==> config.mk <==
export PLATFORM = sky130hd
export DESIGN_NAME = systolic_loader_ctrl_flat
export DESIGN_NICKNAME = d
export VERILOG_FILES = /design/src/rtl/systolic_loader_ctrl_if.sv /design/src/rtl/systolic_loader_ctrl.sv /design/src/flat_wrapper.sv
export SDC_FILE = /design/constraint.sdc
export NUM_CORES = 1
export LEC_CHECK = 0
export CAP_MARGIN = 20
export CORE_MARGIN = 4
export CORE_UTILIZATION = 53
export CTS_CLUSTER_SIZE = 20
export DETAILED_ROUTE_END_ITERATION = 6
export PLACE_DENSITY = 0.8
export SLEW_MARGIN = 5
export SYNTH_ARGS = -nofsm -noshare
export SYNTH_HDL_FRONTEND = slang
export SYNTH_SLANG_ARGS = --single-unit
==> constraint.sdc <==
create_clock -name clk -period 3.23 [get_ports clk]
set_input_delay 0.4845 -clock clk [delete_from_list [all_inputs] [get_ports clk]]
set_output_delay 0.4845 -clock clk [all_outputs]
set_load 0.02 [all_outputs]
==> src/rtl/systolic_loader_ctrl_if.sv <==
// Shared SRAM read port used by the systolic loader.
// mem_q returns the addressed word one cycle after mem_rd.
interface systolic_loader_ctrl_if #(
  parameter int AW = 6,
  parameter int DW = 8
);
  logic [AW-1:0] mem_addr;
  logic          mem_rd;
  logic [DW-1:0] mem_q;

  modport master (
    output mem_addr,
    output mem_rd,
    input  mem_q
  );

  modport slave (
    input  mem_addr,
    input  mem_rd,
    output mem_q
  );
endinterface

==> src/rtl/systolic_loader_ctrl.sv <==
// NxN systolic-array loader: weight preload, skewed feature
// streaming with zero drain, and a delayed result-select code.
module systolic_loader_ctrl #(
  parameter int N       = 3,
  parameter int DW      = 8,
  parameter int AW      = 6,
  parameter int CW      = 4,
  parameter int SW      = 2,
  parameter int RES_DLY = 3
) (
  input  logic                  clk,
  input  logic                  rst,
  input  logic                  start,
  input  logic                  reuse_w,
  input  logic [AW-1:0]         w_base,
  input  logic [AW-1:0]         f_base,
  input  logic [CW-1:0]         f_cols,
  systolic_loader_ctrl_if.master mem,
  output logic [DW-1:0]         w_data,
  output logic [N*N-1:0]        w_en,
  output logic [N*DW-1:0]       f_data,
  output logic                  f_en,
  output logic                  busy,
  output logic                  w_loaded,
  output logic                  wl_done,
  output logic                  done,
  input  logic [SW-1:0]         res_sel_in,
  output logic [SW-1:0]         res_sel_out
);

  localparam int NN = N * N;
  localparam int KW = $clog2(NN);
  localparam int TW = CW + KW + 1;

  typedef enum logic [2:0] {
    S_IDLE,
    S_WLOAD,
    S_FLOAD,
    S_DRAIN,
    S_FIN
  } state_t;

  state_t        state_q, state_d;
  logic [TW-1:0] cnt_q, cnt_d;
  logic [KW-1:0] r_q, r_d;
  logic [AW-1:0] addr_q, addr_d;
  logic [AW-1:0] fb_q, fb_d;
  logic [CW-1:0] fc_q, fc_d;
  logic          wl_q, wl_d;

  logic          rd_w_q, rd_w_d;
  logic          rd_f_q, rd_f_d;
  logic [KW-1:0] rd_idx_q, rd_idx_d;

  logic [DW-1:0] col_q [N-1];
  logic [DW-1:0] col_d [N-1];
  logic [DW-1:0] col_in [N];

  logic [SW-1:0] rs_q [RES_DLY];
  logic [SW-1:0] rs_d [RES_DLY];

  logic [TW-1:0] tot;
  logic [TW-1:0] cnt_inc;
  logic          push_f;

  assign tot     = TW'(fc_q) * TW'(N);
  assign cnt_inc = cnt_q + TW'(1);

  // Phase sequencing, address generation and weight-valid flag.
  always_comb begin
    state_d = state_q;
    cnt_d   = cnt_q;
    r_d     = r_q;
    addr_d  = addr_q;
    fb_d    = fb_q;
    fc_d    = fc_q;
    wl_d    = wl_q;
    unique case (state_q)
      S_IDLE: begin
        if (start) begin
          fb_d  = f_base;
          fc_d  = f_cols;
          cnt_d = '0;
          r_d   = '0;
          if (reuse_w && wl_q) begin
            if (f_cols != '0) begin
              state_d = S_FLOAD;
              addr_d  = f_base;
            end else begin
              state_d = S_DRAIN;
            end
          end else begin
            state_d = S_WLOAD;
            addr_d  = w_base;
            wl_d    = 1'b0;
          end
        end
      end
      S_WLOAD: begin
        if (cnt_q == TW'(NN - 1)) begin
          cnt_d = '0;
          if (fc_q != '0) begin
            state_d = S_FLOAD;
            addr_d  = fb_q;
          end else begin
            state_d = S_DRAIN;
          end
        end else begin
          cnt_d  = cnt_inc;
          addr_d = addr_q + AW'(1);
        end
      end
      S_FLOAD: begin
        if (cnt_q == tot) begin
          state_d = S_DRAIN;
          cnt_d   = '0;
        end else begin
          cnt_d = cnt_inc;
          r_d   = (r_q == KW'(N - 1)) ? '0 : r_q + KW'(1);
          if (cnt_inc != tot) addr_d = addr_q + AW'(1);
        end
      end
      S_DRAIN: begin
        if (cnt_q == TW'(N - 2)) begin
          state_d = S_FIN;
          cnt_d   = '0;
        end else begin
          cnt_d = cnt_inc;
        end
      end
      S_FIN: state_d = S_IDLE;
      default: state_d = S_IDLE;
    endcase
    if (wl_done) wl_d = 1'b1;
  end

  // Control state registers.
  always_ff @(posedge clk or negedge rst) begin
    if (!rst) begin
      state_q <= S_IDLE;
      cnt_q   <= '0;
      r_q     <= '0;
      addr_q  <= '0;
      fb_q    <= '0;
      fc_q    <= '0;
      wl_q    <= 1'b0;
    end else begin
      state_q <= state_d;
      cnt_q   <= cnt_d;
      r_q     <= r_d;
      addr_q  <= addr_d;
      fb_q    <= fb_d;
      fc_q    <= fc_d;
      wl_q    <= wl_d;
    end
  end

  assign mem.mem_rd   = (state_q == S_WLOAD) ||
                        ((state_q == S_FLOAD) && (cnt_q != tot));
  assign mem.mem_addr = addr_q;
  assign busy         = (state_q != S_IDLE) && (state_q != S_FIN);
  assign done         = (state_q == S_FIN);
  assign w_loaded     = wl_q;

  // Tag each read so its data is routed by the phase that issued it.
  always_comb begin
    rd_w_d   = (state_q == S_WLOAD);
    rd_f_d   = (state_q == S_FLOAD) && (cnt_q != tot);
    rd_idx_d = rd_w_d ? cnt_q[KW-1:0] : r_q;
  end

  // Read-tag registers.
  always_ff @(posedge clk or negedge rst) begin
    if (!rst) begin
      rd_w_q   <= 1'b0;
      rd_f_q   <= 1'b0;
      rd_idx_q <= '0;
    end else begin
      rd_w_q   <= rd_w_d;
      rd_f_q   <= rd_f_d;
      rd_idx_q <= rd_idx_d;
    end
  end

  assign w_en    = rd_w_q ? (NN'(1) << rd_idx_q) : '0;
  assign w_data  = rd_w_q ? mem.mem_q : '0;
  assign wl_done = rd_w_q && (rd_idx_q == KW'(NN - 1));
  assign push_f  = rd_f_q && (rd_idx_q == KW'(N - 1));
  assign f_en    = push_f || (state_q == S_DRAIN);

  // Column shadow capture and the column presented on a push.
  always_comb begin
    for (int i = 0; i < N - 1; i++) begin
      col_d[i] = col_q[i];
      if (rd_f_q && (rd_idx_q == KW'(i))) col_d[i] = mem.mem_q;
    end
    for (int i = 0; i < N; i++) col_in[i] = '0;
    if (push_f) begin
      for (int i = 0; i < N - 1; i++) col_in[i] = col_q[i];
      col_in[N-1] = mem.mem_q;
    end
  end

  // Column shadow registers.
  always_ff @(posedge clk or negedge rst) begin
    if (!rst) begin
      for (int i = 0; i < N - 1; i++) col_q[i] <= '0;
    end else begin
      for (int i = 0; i < N - 1; i++) col_q[i] <= col_d[i];
    end
  end

  assign f_data[0 +: DW] = col_in[0];

  for (genvar r = 1; r < N; r++) begin : g_skew
    logic [DW-1:0] st_q [r];
    logic [DW-1:0] st_d [r];

    // Row r delay line, advanced only on pushes.
    always_comb begin
      for (int j = 0; j < r; j++) st_d[j] = st_q[j];
      if (f_en) begin
        st_d[0] = col_in[r];
        for (int j = 1; j < r; j++) st_d[j] = st_q[j-1];
      end
    end

    // Row r skew stages.
    always_ff @(posedge clk or negedge rst) begin
      if (!rst) begin
        for (int j = 0; j < r; j++) st_q[j] <= '0;
      end else begin
        for (int j = 0; j < r; j++) st_q[j] <= st_d[j];
      end
    end

    assign f_data[r*DW +: DW] = f_en ? st_q[r-1] : '0;
  end

  // Result-select delay line shift.
  always_comb begin
    rs_d[0] = res_sel_in;
    for (int j = 1; j < RES_DLY; j++) rs_d[j] = rs_q[j-1];
  end

  // Result-select delay stages.
  always_ff @(posedge clk or negedge rst) begin
    if (!rst) begin
      for (int j = 0; j < RES_DLY; j++) rs_q[j] <= '0;
    end else begin
      for (int j = 0; j < RES_DLY; j++) rs_q[j] <= rs_d[j];
    end
  end

  assign res_sel_out = rs_q[RES_DLY-1];

endmodule
==> src/flat_wrapper.sv <==
// flat-port wrapper written by rule: the top's interface ports become plain ports
module systolic_loader_ctrl_flat 
#(
  parameter int N       = 3,
  parameter int DW      = 8,
  parameter int AW      = 6,
  parameter int CW      = 4,
  parameter int SW      = 2,
  parameter int RES_DLY = 3
)
  (clk, rst, start, reuse_w, w_base, f_base, f_cols, w_data, w_en, f_data, f_en, busy, w_loaded, wl_done, done, res_sel_in, res_sel_out, mem_mem_addr, mem_mem_rd, mem_mem_q);
  systolic_loader_ctrl_if #(.AW(AW), .DW(DW)) mem_i ();
  input  logic clk;
  input  logic rst;
  input  logic start;
  input  logic reuse_w;
  input  logic [AW-1:0] w_base;
  input  logic [AW-1:0] f_base;
  input  logic [CW-1:0] f_cols;
  output logic [DW-1:0] w_data;
  output logic [N*N-1:0] w_en;
  output logic [N*DW-1:0] f_data;
  output logic f_en;
  output logic busy;
  output logic w_loaded;
  output logic wl_done;
  output logic done;
  input  logic [SW-1:0] res_sel_in;
  output logic [SW-1:0] res_sel_out;
  output wire logic [$bits(mem_i.mem_addr)-1:0] mem_mem_addr;
  output wire logic [$bits(mem_i.mem_rd)-1:0] mem_mem_rd;
  input wire logic [$bits(mem_i.mem_q)-1:0] mem_mem_q;
  assign mem_mem_addr = mem_i.mem_addr;
  assign mem_mem_rd = mem_i.mem_rd;
  assign mem_i.mem_q = mem_mem_q;
  systolic_loader_ctrl #(.N(N), .DW(DW), .AW(AW), .CW(CW), .SW(SW), .RES_DLY(RES_DLY)) u_core (.clk(clk), .rst(rst), .start(start), .reuse_w(reuse_w), .w_base(w_base), .f_base(f_base), .f_cols(f_cols), .mem(mem_i), .w_data(w_data), .w_en(w_en), .f_data(f_data), .f_en(f_en), .busy(busy), .w_loaded(w_loaded), .wl_done(wl_done), .done(done), .res_sel_in(res_sel_in), .res_sel_out(res_sel_out));
endmodule
* Word-level counts from Yosys, hierarchy flattened
Cells that the tools add are included.
** Cells by class
- Add/subtract/negate cells :: 3
- Multipliers :: 1
- Div/mod/pow operators :: 0
- Magnitude comparators :: 0
- Equality and inequality tests :: 23
- Shifts and indexed selects :: 1
- Muxes and demuxes :: 35
- Bitwise gates (word level) :: 0
- Reductions and logical operators :: 25
** Operators by type and width (number)
- 9-bit 2-to-1 mux :: 5
- 6-bit 2-to-1 mux :: 7
- 9-bit case mux with 4 select lines :: 1
- 24-bit 2-to-1 mux :: 1
- 8-bit 2-to-1 mux :: 3
- 9-bit by 6-bit inequality test with 1-bit output :: 2
- 6-bit case mux with 3 select lines :: 1
- 4-bit 2-to-1 mux :: 4
- 3-bit 2-to-1 mux :: 4
- 3-bit case mux with 4 select lines :: 1
- 4-bit nonzero test :: 3
- 9-bit by 1-bit adder with 9-bit output, second input constant :: 1
- 9-bit by 1-bit equality test with 1-bit output, second input constant :: 1
- 9-bit by 4-bit equality test with 1-bit output, second input constant :: 1
- 9-bit by 6-bit equality test with 1-bit output :: 1
- 3-bit inequality test, second input constant :: 3
- 1-bit by 4-bit << shifter with 9-bit output, first input constant :: 1
- 4-bit by 2-bit equality test with 1-bit output, second input constant :: 2
- 2-bit inequality test, second input constant :: 4
- 4-bit case mux with 2 select lines :: 1
- 1-bit logical AND :: 7
- 6-bit by 1-bit adder with 6-bit output, second input constant :: 1
- 3-bit by 2-bit equality test with 1-bit output, second input constant :: 2
- 4-bit by 2-bit multiplier with 6-bit output, second input constant :: 1
- other kinds (17) :: 30
** Word-level totals
- Register bits after elaboration :: 85
- Latch bits :: 0
- RAM bits :: 0
- ROM bits :: 0
- Output and inout port bits :: 55
- Logic and storage cells :: 106
- Memories kept :: 0

* Longest topological paths before layout
Gate-level depths: netlist of the first run.
- Word-level depth :: 5
- Depth in mapped cells :: 10
- Mapped depth without buffers :: 9

* Worst setup path before layout of the first run
OpenSTA, ideal clock, no wires.
- Path kind :: register to register
- From :: register u_core.fc_q[0]
- To :: register u_core.addr_q[0] (netlist: u_core.mem.mem_addr[0])
- Setup time :: 125 ps
- Arrival :: 2666 ps
- Required time :: 3105 ps
- Setup slack :: 439 ps
- Stages on the path, launching flop included :: 10
- Buffers on the path :: 0
- Clock period less this slack :: 2791 ps
- Path through :: dfrtp_1 -> ha_1 -> inv_1 -> fa_1 -> xnor3_1 -> nor4b_2 -> o2111ai_1 -> a221o_1 -> o21a_4 -> mux2_4
** Between the ends
- Word-level cells in the longest chain between the ends :: 4
- Elaborated cells on any way between the ends :: 8
- Classes of those cells :: 1 x mul; 5 x eq/ne; 2 x reduce/logical
** RTL lines
- start, declared :: RTL line systolic_loader_ctrl.sv:48 : logic [CW-1:0] fc_q, fc_d;
- start signal, assigned :: RTL line systolic_loader_ctrl.sv:145 : fc_q <= '0;
- start signal, assigned :: RTL line systolic_loader_ctrl.sv:153 : fc_q <= fc_d;
- 4-bit by 2-bit multiplier with 6-bit output :: RTL line systolic_loader_ctrl.sv:66 : assign tot = TW'(fc_q) * TW'(N);
- 9-bit by 6-bit equality test with 1-bit output or 9-bit by 6-bit inequality test with 1-bit output (tied branches) :: RTL line systolic_loader_ctrl.sv:114, systolic_loader_ctrl.sv:120
- 2-bit inequality test (no source line) or 2-bit by 1-bit inequality test with 1-bit output (tied branches)
- 6-bit AND reduction (no source line) (*)
- end signal, assigned :: RTL line systolic_loader_ctrl.sv:151 : addr_q <= addr_d;
- end, declared :: RTL line systolic_loader_ctrl.sv:46 : logic [AW-1:0] addr_q, addr_d;
Every way passes the cells marked *; elsewhere a longest branch is shown, timed or not.
A chain may end at the register's enable or synchronous reset.

* Final worst setup path of the first run
- From :: register u_core.fc_q[1]
- To :: output mem_mem_rd
** Between the ends
- Word-level cells in the longest chain between the ends :: 4
** RTL lines
- 4-bit by 2-bit multiplier with 6-bit output :: RTL line systolic_loader_ctrl.sv:66
- 9-bit by 6-bit inequality test with 1-bit output :: RTL line systolic_loader_ctrl.sv:159 : ((state_q == S_FLOAD) && (cnt_q != tot));
- 1-bit logical AND :: RTL line systolic_loader_ctrl.sv:159
- 1-bit logical OR :: RTL line systolic_loader_ctrl.sv:158 : assign mem.mem_rd = (state_q == S_WLOAD) ||
- end, declared :: RTL line flat_wrapper.sv:31 : output wire logic [$bits(mem_i.mem_rd)-1:0] mem_mem_rd;
Every way passes these cells.

==> results of run 1 <==
## layer usage
metal	routed length, um	global-route usage (%)	share of wire, %
met1	4755	28.43	43
met2	5464	36.20	50
met3	648	3.248	5.9
met4	139	5.348	1.3
met5	0	0	0
## state kept, by name, summed over array words and instances, names as in the netlist
signal	flops
u_core.fb_q	6
u_core.state_q	3
u_core.r_q	4
u_core.cnt_q	9
u_core.rd_idx_q	4
u_core.rd_w_q	1
u_core.g_skew.st_q	24
u_core.res_sel_out	2
u_core.col_q	16
u_core.rd_f_q	1
u_core.w_loaded	1
u_core.mem.mem_addr	6
u_core.rs_d	4
u_core.fc_q	4
## Yosys cell counts, drive strengths merged (7+ instances only)
| master | n | area [um^2] |
|---|---|---|
| xnor2 | 7 | 61.31 |
| buf | 18 | 117.6 |
| nand2 | 60 | 225.2 |
| mux2 | 32 | 367.9 |
| and2 | 20 | 125.1 |
| nand3 | 16 | 80.08 |
| clkbuf | 17 | 65.06 |
| a21oi | 10 | 50.05 |
| nor3 | 17 | 85.08 |
| a22oi | 7 | 52.55 |
| nor2b | 21 | 131.4 |
| dfrtp | 85 | 2127 |
| ha | 12 | 150.1 |
| o211ai | 11 | 82.58 |
| nor2 | 23 | 86.33 |
| inv | 28 | 105.1 |
| o21ai | 42 | 210.2 |
## power breakdown
group / total (mW) / internal [mW] / leakage [nW] / switching [mW]
registers: 1.89 / 1.49 / 1.08 / 0.404
clock network: 0.854 / 0.445 / 0.111 / 0.409
logic: 2.81 / 1.31 / 1.28 / 1.50
## cells by family after synthesis
group | Yosys count | share of synthesized area (%)
DFF | 85 | 44.82
and+or+nand+nor | 184 | 19.56
adders and majority gates | 13 | 3.585
xor gates and xnor gates | 11 | 2.320
AOI/OAI and AO/OA | 105 | 14.63
buffers and inverters | 63 | 6.064
muxes | 38 | 9.017
## placed cells by master, fill, tap and decap left out, types with 11 or more instances in the layout
cell	Yosys	layout
o21ai_0	42	42
inv_1	28	28
o211ai_1	11	11
dfrtp_1	85	85
mux2_2	30	30
nand3_1	16	16
ha_1	12	12
nor2b_1	21	21
nor2_1	23	23
clkdlybuf4s50_1	0	82
nor3_1	17	17
buf_4	10	13
and2_1	20	20
nand2_1	60	60
## area by class of cell
type	instances	area, um^2	share of cell area (%)
Sequential cell	85	2127	36.15
Inverter	28	105.1	1.786
Timing Repair Buffer	97	950.9	16.16
Tap cell	108	135.1	2.296
Clock buffer	9	123.9	2.105
Clock inverter	7	102.6	1.744
Multi-Input combinational cell	351	2340	39.76
## worst min-delay path by stage
stage	startpoint	to	cells past startpoint
after global placement	u_core.rs_d[0]$_DFF_PN0_	u_core.res_sel_out[0]$_DFF_PN0_	0
after detailed placement	u_core.rs_d[3]$_DFF_PN0_	u_core.rs_d[1]$_DFF_PN0_	0
after floorplan	rst	u_core.cnt_q[0]$_DFFE_PN0P_	0
after global routing	rst	u_core.res_sel_out[0]$_DFF_PN0_	1
final	rst	u_core.g_skew[2].st_q[2]$_DFFE_PN0N_	1
after CTS	rst	u_core.g_skew[1].st_q[6]$_DFFE_PN0N_	1
## critical path, delay by kind of cell (launching register included)
family / cells / cell delay [ns]
and+or+nand+nor: 2 / 0.44
DFF: 1 / 0.39
AOI/OAI and AO/OA: 2 / 0.31
adders and majority gates: 2 / 0.74
buffers and inverters: 2 / 0.21
xor gates and xnor gates: 1 / 0.16
## metrics by stage
step           util (%)  total power, mW
3_3_place_gp      64.49            4.589
5_1_grt           67.47            5.952
3_5_place_dp      64.49            4.704
4_1_cts           67.22            5.578
2_1_floorplan         -            3.822
6_report          67.47            5.557
## repair_timing
| item | CTS | global route |
|---|---|---|
| endpoints found under the setup margin | 1 | 1 |
| setup buffers | 1 | 0 |
| gates resized for setup | 3 | 1 |
==> results.ini, run 1 <==
[setup_path]
cp-endpoint=mem_mem_rd
path_max_fanout=3
crit_arrival_ns=2.60
start_kind=register
worstSetupStartpoint=u_core.fc_q[1]$_DFFE_PN0P_
crit_chain=ha_1 -> inv_1 -> fa_1 -> xor2_1 -> nand4_1 -> a21oi_2 -> a21boi_0 -> or2_2 -> clkbuf_2
r2r-end=u_core.mem.mem_addr[0]$_DFFE_PN0P_
r2r_slack_ns=0.21
crit_type=reg2out
crit_path_end_kind=primary output
slowest_stage=fa_1
reg2reg_depth=9
critPathMaxStageDelay_ns=0.56
r2r-start=u_core.fc_q[1]$_DFFE_PN0P_
crit_required_ns=2.75

[layout]
fin_nets=615
synthToLayoutAreaGrowth_pct=23.99
fillers=668
antennaDiodeCount=0
stdcell_count=685
final_area_um2=5884
drive_above_1_share_pct=12.82

[floorplan]
start_util_pct=54.42
coreArea_um2=8721
row_count=34
fp.dieH_um=102.6
ioPinCount=85
die_width_um=102.6
dieArea_um2=10530

[flow_run]
cap_violations=0

[clock_network]
clk_pin_slew_ns=0.10
hold_buffers=0
cts.path.max_buffers=2
htreeDepth=3
cts-buffers-inserted=9
cts.sinks=85
cts_tree=built
clk_latency_ns=0.35
root_buffer=clkbuf_8

[place]
dpl_cell_area_um2=5624
place_congestion=0.9142
dp_slack_ns=0.08852
portBuffers=84
dp_cells=667
hpwl_mm=8.129

[sta]
fin_skew_ns=0.01341
max-slew-margin-rel_pct=59.13
fin_crit_ns=3.082
setup_viol=0
tightest_slew_ns=0.6108
period_share_pct=95.43
clock.fmax_mhz=324.4
maxSlewViolCount=0
finalSetupTns_ns=0
hold_viol_final=0
hold_slack_ns=0.001941
rsz0062_at_grt=no
worst_slack_ns=0.1476

[global_routing]
grt_util_all_layers_pct=21.21
grt_pass1_vias=3650
grt_max_degree=86
grt-ovfl-total=0
antenna_found_initial=0
grt_pass1_wl_mm=17.61

[synth]
synthFlopType=dfrtp_1
synthArstFlopShare_pct=100.0
ys_ff_latch=85
netlist_area_um2=4746
syn_nets=542
ys_warn_count=0
syn-mean-instance-area_um2=9.511
yosysSeqAreaShare_pct=44.82
ys_types=57
postSynthCellCount=499
synth_edf_count=0

[drt]
wl_mm=11.01
firstDrtPassIters=4
drc=0
viasPerCell=5.667
drtIter0Drc=228
vias=3882
postRouteAntennaNets=0
wl_per_cell_um=16.07

[pwr]
p_per_area_nw_per_um2=944.4
peakVddDrop_uv=570.3
p_leak_nw=2.471

[worst_hold_path]
hold_path.class=in2async

[outcome]
status=complete, no violations

Note: power is estimated with default switching activity, not from simulation.
==> inputs of run 2 (changes only) <==
- PLACE_DENSITY: 0.8 -> 0.86
==> run 2 against run 1 <==
  * Register-to-register slack improved by 0.03 ns
  * Clock skew decreased by 0.00069 ns
  * Critical path type unchanged
  * Largest cell class unchanged
  * Highest routed layer unchanged
  * Die area unchanged
==> results.ini, run 2 (synthesis gave the netlist of run 1 again) <==
[outcome]
status=complete, no violations

[layout]
regArea_um2=2127
final_cell_mix=dfrtp_1, clkdlybuf4s50_1, nand2_1, o21ai_0, mux2_2
synthToLayoutAreaGrowth_pct=23.60
multi_input_area_um2=2345
drive_above_1_share_pct=13.17
antennaDiodeCount=0
fillers=690
final_common_cell=dfrtp_1
fin_nets=615
largestRegisters=u_core.g_skew.st_q (24), u_core.col_q (16), u_core.cnt_q (9)
regMostFlops=u_core.g_skew.st_q
largest_register_ffs=24

[global_routing]
antenna_found_initial=0
grt_util_all_layers_pct=21.89
grt_pass1_vias=3785
grt-ovfl-total=0
grt_max_degree=86
grt_pass1_wl_mm=18.17

[floorplan]
coreArea_um2=8721
row_count=34
start_util_pct=54.42
fp.dieH_um=102.6
dieArea_um2=10530
ioPinCount=85
die_width_um=102.6

[clock_network]
clk_latency_ns=0.36
clk_pin_slew_ns=0.10
cts-buffers-inserted=9
cts.path.max_buffers=2
root_buffer=clkbuf_8
cts.sinks=85
htreeDepth=3
cts_tree=built

[sta]
setup_viol=0
fin_crit_ns=3.062
rsz0062_at_grt=no
maxSlewViolCount=0
hold_viol_final=0
period_share_pct=94.79
max-slew-margin-rel_pct=62.81
fin_skew_ns=0.01273
tightest_slew_ns=0.5528
clock.fmax_mhz=326.6
finalSetupTns_ns=0

[setup_path]
r2r-start=u_core.fc_q[0]$_DFFE_PN0P_
path_max_fanout=3
reg2reg_depth=9
crit_path_end_kind=primary output
r2r-end=u_core.mem.mem_addr[0]$_DFFE_PN0P_
crit_type=reg2out
crit_arrival_ns=2.58
crit_required_ns=2.75
start_kind=register
r2r_slack_ns=0.24

[place]
hpwl_mm=8.172
place_congestion=0.8997
portBuffers=84

[flow_run]
cap_violations=0

[drt]
firstDrtPassIters=5
viasPerCell=5.711
drc=0
drtIter0Drc=390
wl_per_cell_um=16.41
postRouteAntennaNets=0
wl_mm=11.24
vias=3912

[pwr]
p_leak_nw=2.468
peakVddDrop_uv=567.5
totalPowerFinal_mw=5.507
p_per_area_nw_per_um2=938.8

[worst_hold_path]
hold_path.class=in2async

-- run 2: area by class of cell --
class | count | share of cell area (%)
sequential | 85 | 36.26
inverter | 28 | 1.792
timing repair buffer | 97 | 16.21
tap | 108 | 2.304
multi-input combinational | 351 | 39.97
clock buffer | 9 | 2.112
clock inverter | 7 | 1.344
-- run 2: worst max-delay path by stage --
stage	start	end	slack (ns)	depth (start not counted)
after floorplan	u_core.fc_q[0]$_DFFE_PN0P_	u_core.mem.mem_addr[0]$_DFFE_PN0P_	0.44	9
after global placement	u_core.fc_q[0]$_DFFE_PN0P_	mem_mem_rd	0.15	9
after detailed placement	u_core.fc_q[0]$_DFFE_PN0P_	mem_mem_rd	0.09	9
after CTS	u_core.fc_q[1]$_DFFE_PN0P_	mem_mem_rd	0.02	9
after global routing	u_core.fc_q[1]$_DFFE_PN0P_	mem_mem_rd	0.01	9
final	u_core.fc_q[1]$_DFFE_PN0P_	mem_mem_rd	0.17	9
-- run 2: report_power, final --
group | internal [mW] | leakage, nW | total, mW | switching (mW)
Sequential | 1.49 | 1.08 | 1.89 | 0.401
Combinational | 1.33 | 1.28 | 2.82 | 1.50
Clock | 0.370 | 0.105 | 0.794 | 0.424
Total | 3.18 | 2.47 | 5.51 | 2.32
-- run 2: timing repair --
item                       CTS  global route
pin swaps                    0             1
setup buffers                1             0
hold buffers                 0             0
resized for setup            3             3
setup endpoints to repair    1             1
-- run 2: metal layers --
| metal | track usage, % | share of wire (%) | vias to the layer above |
|---|---|---|---|
| met5 | 0 | 0 | - |
| met4 | 7.669 | 1.8 | 0 |
| met3 | 3.586 | 7.2 | 17 |
| met2 | 36.59 | 49 | 142 |
| met1 | 28.94 | 42 | 1884 |
| li1 | - | - | 1869 |
-- run 2: worst max-delay path: stages (launching register included) --
cell and delay [ns]:
dfrtp_1 0.38, ha_1 0.19, inv_1 0.06, fa_2 0.56, xor2_1 0.15, nand4_1 0.12, a21oi_2 0.19, a21boi_1 0.11
or2_2 0.31, clkbuf_2 0.16
-- run 2: metrics by stage --
stage	utilization [%]	std cells	hold slack [ns]	worst slack [ns]	area [um^2]
CTS	66.97	684	0.3427	0.02119	5841
floorplan	-	499	0.1889	0.4389	4746
detailed placement	64.52	667	0.3404	0.08678	5627
global placement	64.52	667	0.3329	0.1479	5627
global route	67.26	685	0.02862	0.01281	5866
finish	67.26	685	0.01985	0.1682	5866
==> inputs of run 3 (changes only) <==
- PLACE_DENSITY: 0.86 -> 0.87
- SLEW_MARGIN: 5 -> 20
==> run 3 against run 2 <==
  * Global-route usage is 1.1 points higher
  * First-iteration DRC count rose by 11%
  * Flip-flop and latch count unchanged
  * Non-clock buffer count unchanged
  * Critical path type unchanged
  * Critical endpoint unchanged
==> results.ini, run 3 (synthesis gave the netlist of run 1 again) <==
[floorplan]
coreArea_um2=8721
dieArea_um2=10530
start_util_pct=54.42
row_count=34
die_width_um=102.6
fp.dieH_um=102.6
ioPinCount=85

[sta]
fin_skew_ns=0.01130
period_share_pct=94.08
clock.fmax_mhz=329.1
rsz0062_at_grt=no
max-slew-margin-rel_pct=49.96
hold_viol_final=0
finalSetupTns_ns=0
fin_crit_ns=3.039
maxSlewViolCount=0
tightest_slew_ns=0.7506
setup_viol=0

[clock_network]
clk_latency_ns=0.35
hold_buffers=0
htreeDepth=3
root_buffer=clkbuf_8
cts-buffers-inserted=9
clk_pin_slew_ns=0.09
cts_tree=built
cts.sinks=85
cts.path.max_buffers=2

[drt]
viasPerCell=5.813
vias=3982
drtIter0Drc=431
firstDrtPassIters=7
wl_per_cell_um=16.96
wl_mm=11.62
postRouteAntennaNets=0
drc=0

[layout]
regMostFlops=u_core.g_skew.st_q
fillers=669
final_cell_mix=dfrtp_1, clkdlybuf4s50_1, nand2_1, o21ai_0, mux2_2
fin_nets=615
synthToLayoutAreaGrowth_pct=23.28
largestRegisters=u_core.g_skew.st_q (24), u_core.col_q (16), u_core.cnt_q (9)
final_util_pct=67.09
antennaDiodeCount=0
multi_input_area_um2=2350
drive_above_1_share_pct=13.00
regArea_um2=2127
stdcell_count=685
final_common_cell=dfrtp_1
largest_register_ffs=24

[global_routing]
grt_max_degree=86
grt-ovfl-total=0
grt_util_all_layers_pct=22.99
grt_pass1_wl_mm=19.01
grt_pass1_vias=4002
antenna_found_initial=0

[outcome]
status=complete, no violations

[setup_path]
critPathBufInv=2
path_max_fanout=6
crit_path_end_kind=primary output
crit_chain=inv_1 -> ha_1 -> a21oi_1 -> and2_1 -> xnor2_2 -> a21boi_1 -> or2_2 -> clkbuf_2
crit_required_ns=2.75
crit_type=reg2out
slowest_stage=dfrtp_1
r2r_slack_ns=0.20
crit_family=simple AND/OR/NAND/NOR gates
r2r-end=u_core.mem.mem_addr[0]$_DFFE_PN0P_
crit_arrival_ns=2.55
reg2reg_depth=9
critPathMaxStageDelay_ns=0.46
start_kind=register
r2r-start=u_core.fc_q[0]$_DFFE_PN0P_

[place]
hpwl_mm=8.462
portBuffers=84
place_congestion=0.8810
dp_cells=666

[flow_run]
cap_violations=0

[pwr]
p_leak_nw=2.453
p_per_area_nw_per_um2=953.2
peakVddDrop_uv=483.8

[worst_hold_path]
hold_path.class=in2async

## run 3: per-layer routing
metal	share of wire (%)	global-route usage, %
met1	41	29.33
met2	50	38.43
met3	6.7	3.992
met4	2.6	10.19
met5	0	0
## run 3: worst max-delay path by stage
stage	end	cells after the start	slack (ns)	startpoint
global route	mem_mem_rd	9	0.03	u_core.fc_q[1]$_DFFE_PN0P_
CTS	mem_mem_rd	9	0.02	u_core.fc_q[1]$_DFFE_PN0P_
detailed placement	mem_mem_rd	9	0.14	u_core.fc_q[1]$_DFFE_PN0P_
finish	mem_mem_rd	8	0.19	u_core.fc_q[3]$_DFFE_PN0P_
global placement	mem_mem_rd	9	0.19	u_core.fc_q[0]$_DFFE_PN0P_
floorplan	u_core.mem.mem_addr[0]$_DFFE_PN0P_	9	0.44	u_core.fc_q[0]$_DFFE_PN0P_
## run 3: final cells by class
class                   instances  share of cell area [%]
clock inverters                 6                   1.219
multi-input cells             351                   40.16
clock buffers                  10                   2.181
flip-flops and latches         85                   36.36
inverters                      28                   1.796
repair buffers                 97                   15.98
well taps                     108                   2.310
## run 3: report_power, final
| part | total [mW] | internal [mW] | leakage [nW] | switching, mW |
|---|---|---|---|---|
| sequential | 1.90 | 1.49 | 1.08 | 0.414 |
| combinational | 2.91 | 1.35 | 1.28 | 1.56 |
| clock | 0.764 | 0.363 | 0.0931 | 0.401 |
## run 3: worst register-to-register path: stages (launching register included)
cell and delay (ns):
dfrtp_1 0.41, ha_1 0.22, inv_1 0.07, fa_2 0.46
xnor3_1 0.37, nor4b_2 0.29, o2111ai_1 0.16, a221o_1 0.38
o21a_4 0.27, mux2_4 0.29
## run 3: through the flow
step                      cell area [um^2]  hold slack [ns]  setup slack, ns  power, mW
final                                 5851           0.1574           0.1912      5.577
after global routing                  5851           0.2072          0.03419      5.968
after CTS                             5826           0.3359          0.01910      5.535
after detailed placement              5617           0.3387           0.1402      4.733
after global placement                5617           0.3321           0.1867      4.578
after floorplan                       4746           0.1889           0.4389      3.822
## run 3: timing repair
action	4_1_cts	5_1_grt
endpoints found under the setup margin	1	1
buffers inserted	0	3
gates cloned	0	0
resized for setup	3	3
==> patch, RTL diff (flow settings as in run 2) <==
`DW` is set to 8 in 3 places; all go to 12.
--- a/src/rtl/systolic_loader_ctrl_if.sv
+++ b/src/rtl/systolic_loader_ctrl_if.sv
@@ -4,3 +4,3 @@
   parameter int AW = 6,
-  parameter int DW = 8
+  parameter int DW = 12
 );
--- a/src/rtl/systolic_loader_ctrl.sv
+++ b/src/rtl/systolic_loader_ctrl.sv
@@ -4,3 +4,3 @@
   parameter int N       = 3,
-  parameter int DW      = 8,
+  parameter int DW      = 12,
   parameter int AW      = 6,
--- a/src/flat_wrapper.sv
+++ b/src/flat_wrapper.sv
@@ -4,3 +4,3 @@
   parameter int N       = 3,
-  parameter int DW      = 8,
+  parameter int DW      = 12,
   parameter int AW      = 6,
Ports: changed (resized f_data, mem_mem_q and w_data); port bits go from 85 to 105. No check against the original RTL was run, so the function may have changed too.
==> patch against run 2 <==
The run now ends with negative setup slack left. Design area grew 17%. Final cell count is 16% higher. Critical path depth unchanged. Sequential cell count increased by 20. Wire length increased by 12%. Synthesized cell count increased by 12%. Worst setup slack lost 0.29 ns. Synthesized area up 16%. Global-route usage is 0.090 points higher. Clock skew shrank 0.0024 ns. First-iteration DRC count is 18% lower. Highest routed layer unchanged.
Power is not compared: it rests on default switching activity, and its combinational part moved more than twofold at a synthesized area within 25%.
==> patch: results (changes against run 2) <==
Clocking
  – Number of H-tree levels: 3 (unchanged)

Layout
  – Count of inserted antenna diode cells: 0 (unchanged)
  – Layout Nets: 706 (+15%)
  – Fraction of layout instances using a drive strength above 1: 0.151 (+0.0189)
  – Top Registers: u_core.g_skew.st_q (36), u_core.col_q (24), u_core.cnt_q (9)

Outcome
  – Failing checks: negative setup slack
  – Status: finished, violations left

STA
  – Summed negative setup slack over all endpoints: -0.117 ns (-0.117 ns)
  – Post-route worst setup slack: -0.117 ns (-0.286 ns)
  – Slew at the pin with the worst max-slew slack: 0.903 ns (+0.350 ns)
  – Clk_skew: 0.0103 ns (-0.00242 ns)
  – Setup violation total in the final timing report: 1 (+1)

Routing
  – Wirelength, routed: 12600 um (+12%)
  – Via count normalized by instance count: 5.50 (-3.7%)
  – First-pass detailed-route iteration total: 5 (unchanged)
  – Drt initial violations: 321 (-18%)

Global routing
  – Global-route wire length before repair: 20700 um (+14%)
  – Number of global-route vias before repair: 4302 (+14%)
  – Pin count of the biggest net entering global routing: 106 (+23%)
  – Total routing usage reported by global routing: 0.220 (+0.000898)

Logic synthesis
  – Mux share of post-synthesis cell area: 0.0991 (+0.00890)
  – Nets in the synthesized netlist: 607 (+12%)
  – Adder-cell area share of the yosys netlist: 0.0310 (-0.00481)
  – Sequential fraction of the synthesis area: 0.479 (+0.0311)
  – Most frequent cells after synthesis: 105 x sky130_fd_sc_hd__dfrtp_1, 96 x sky130_fd_sc_hd__nand2_1, 44 x sky130_fd_sc_hd__mux2_2
  – Fraction of synthesized cell area in xor and xnor cells: 0.0244 (+0.00122)
  – Area fraction in compound gates after synthesis: 0.109 (-0.0372)
  – Dominant cells by area after synthesis: sky130_fd_sc_hd__dfrtp_1 48%, sky130_fd_sc_hd__mux2_2 9.0%, sky130_fd_sc_hd__nand2_1 6.6%

Critical path
  – Reg2Reg Depth: 12 (+3)
  – CP Data Arrival Time: 2.86 ns (+0.28 ns)
  – Setup slack of the most critical reg-to-reg path: 0.09 ns (-0.15 ns)
  – Maximum fanout along the worst path: 2 (-1)
  – Start point of the critical path: u_core.fc_q[0]

Worst hold path
  – Hold WC Path Type: input pin to asynchronous set/reset pin

Placed design
  – Final weighted congestion in routability-driven placement: 0.855 (-5.0%)
  – Count of buffers inserted at the top-level ports: 104 (+24%)
  – DP HPWL: 9190 um (+12%)
  – Placed standard-cell area: 0.00666 mm^2 (+18%)

Power and ir drop
  – Psw: 563 uW
## patch: final cells by class
type	instances	area, um^2
clock inverters	7	62.6
flip-flops and latches	105	2630
repair buffers	127	1220
fillers	748	3030
inverters	18	67.6
well taps	133	166
clock buffers	9	124
multi-input cells	398	2610
## patch: what timing repair did
action | in CTS | in global routing
resized for setup | 9 | 3
pin swaps | 2 | 1
buffers inserted | 1 | 1
setup endpoints to repair | 1 | 1
## patch: layer usage
layer / track usage / share of wire / up-vias / routed length [um]
li1: - / - / 2100 / -
met1: 0.276 / 0.42 / 2118 / 5310
met2: 0.388 / 0.51 / 148 / 6400
met3: 0.0464 / 0.061 / 18 / 768
met4: 0.0525 / 0.011 / 0 / 144
met5: 0 / 0 / - / 0
## patch: worst max-delay path: stages, from the launching register on
cell	delay [ns]
sky130_fd_sc_hd__dfrtp_1	0.40
sky130_fd_sc_hd__ha_2	0.20
sky130_fd_sc_hd__inv_2	0.05
sky130_fd_sc_hd__fa_1	0.41
sky130_fd_sc_hd__xnor2_1	0.15
sky130_fd_sc_hd__or4_1	0.41
sky130_fd_sc_hd__a211o_1	0.28
sky130_fd_sc_hd__o21a_1	0.20
sky130_fd_sc_hd__or2_1	0.25
sky130_fd_sc_hd__buf_6	0.14
## patch: logic make-up after synthesis
logic type | after synthesis
AOI/OAI and AO/OA | 95
and+or+nand+nor | 230
buffers and inverters | 57
muxes | 48
xor gates and xnor gates | 12
adders and majority gates | 13
DFF | 105
## patch: through the flow
step	utilization	std cells	hold slack [ns]	worst slack, ns
6_report	0.695	797	0.141	-0.117
5_1_grt	0.695	797	0.175	-0.223
4_1_cts	0.692	796	0.186	-0.160
3_5_place_dp	0.672	779	0.336	-0.183
3_3_place_gp	0.672	779	0.331	-0.124
2_1_floorplan	-	560	0.189	0.179
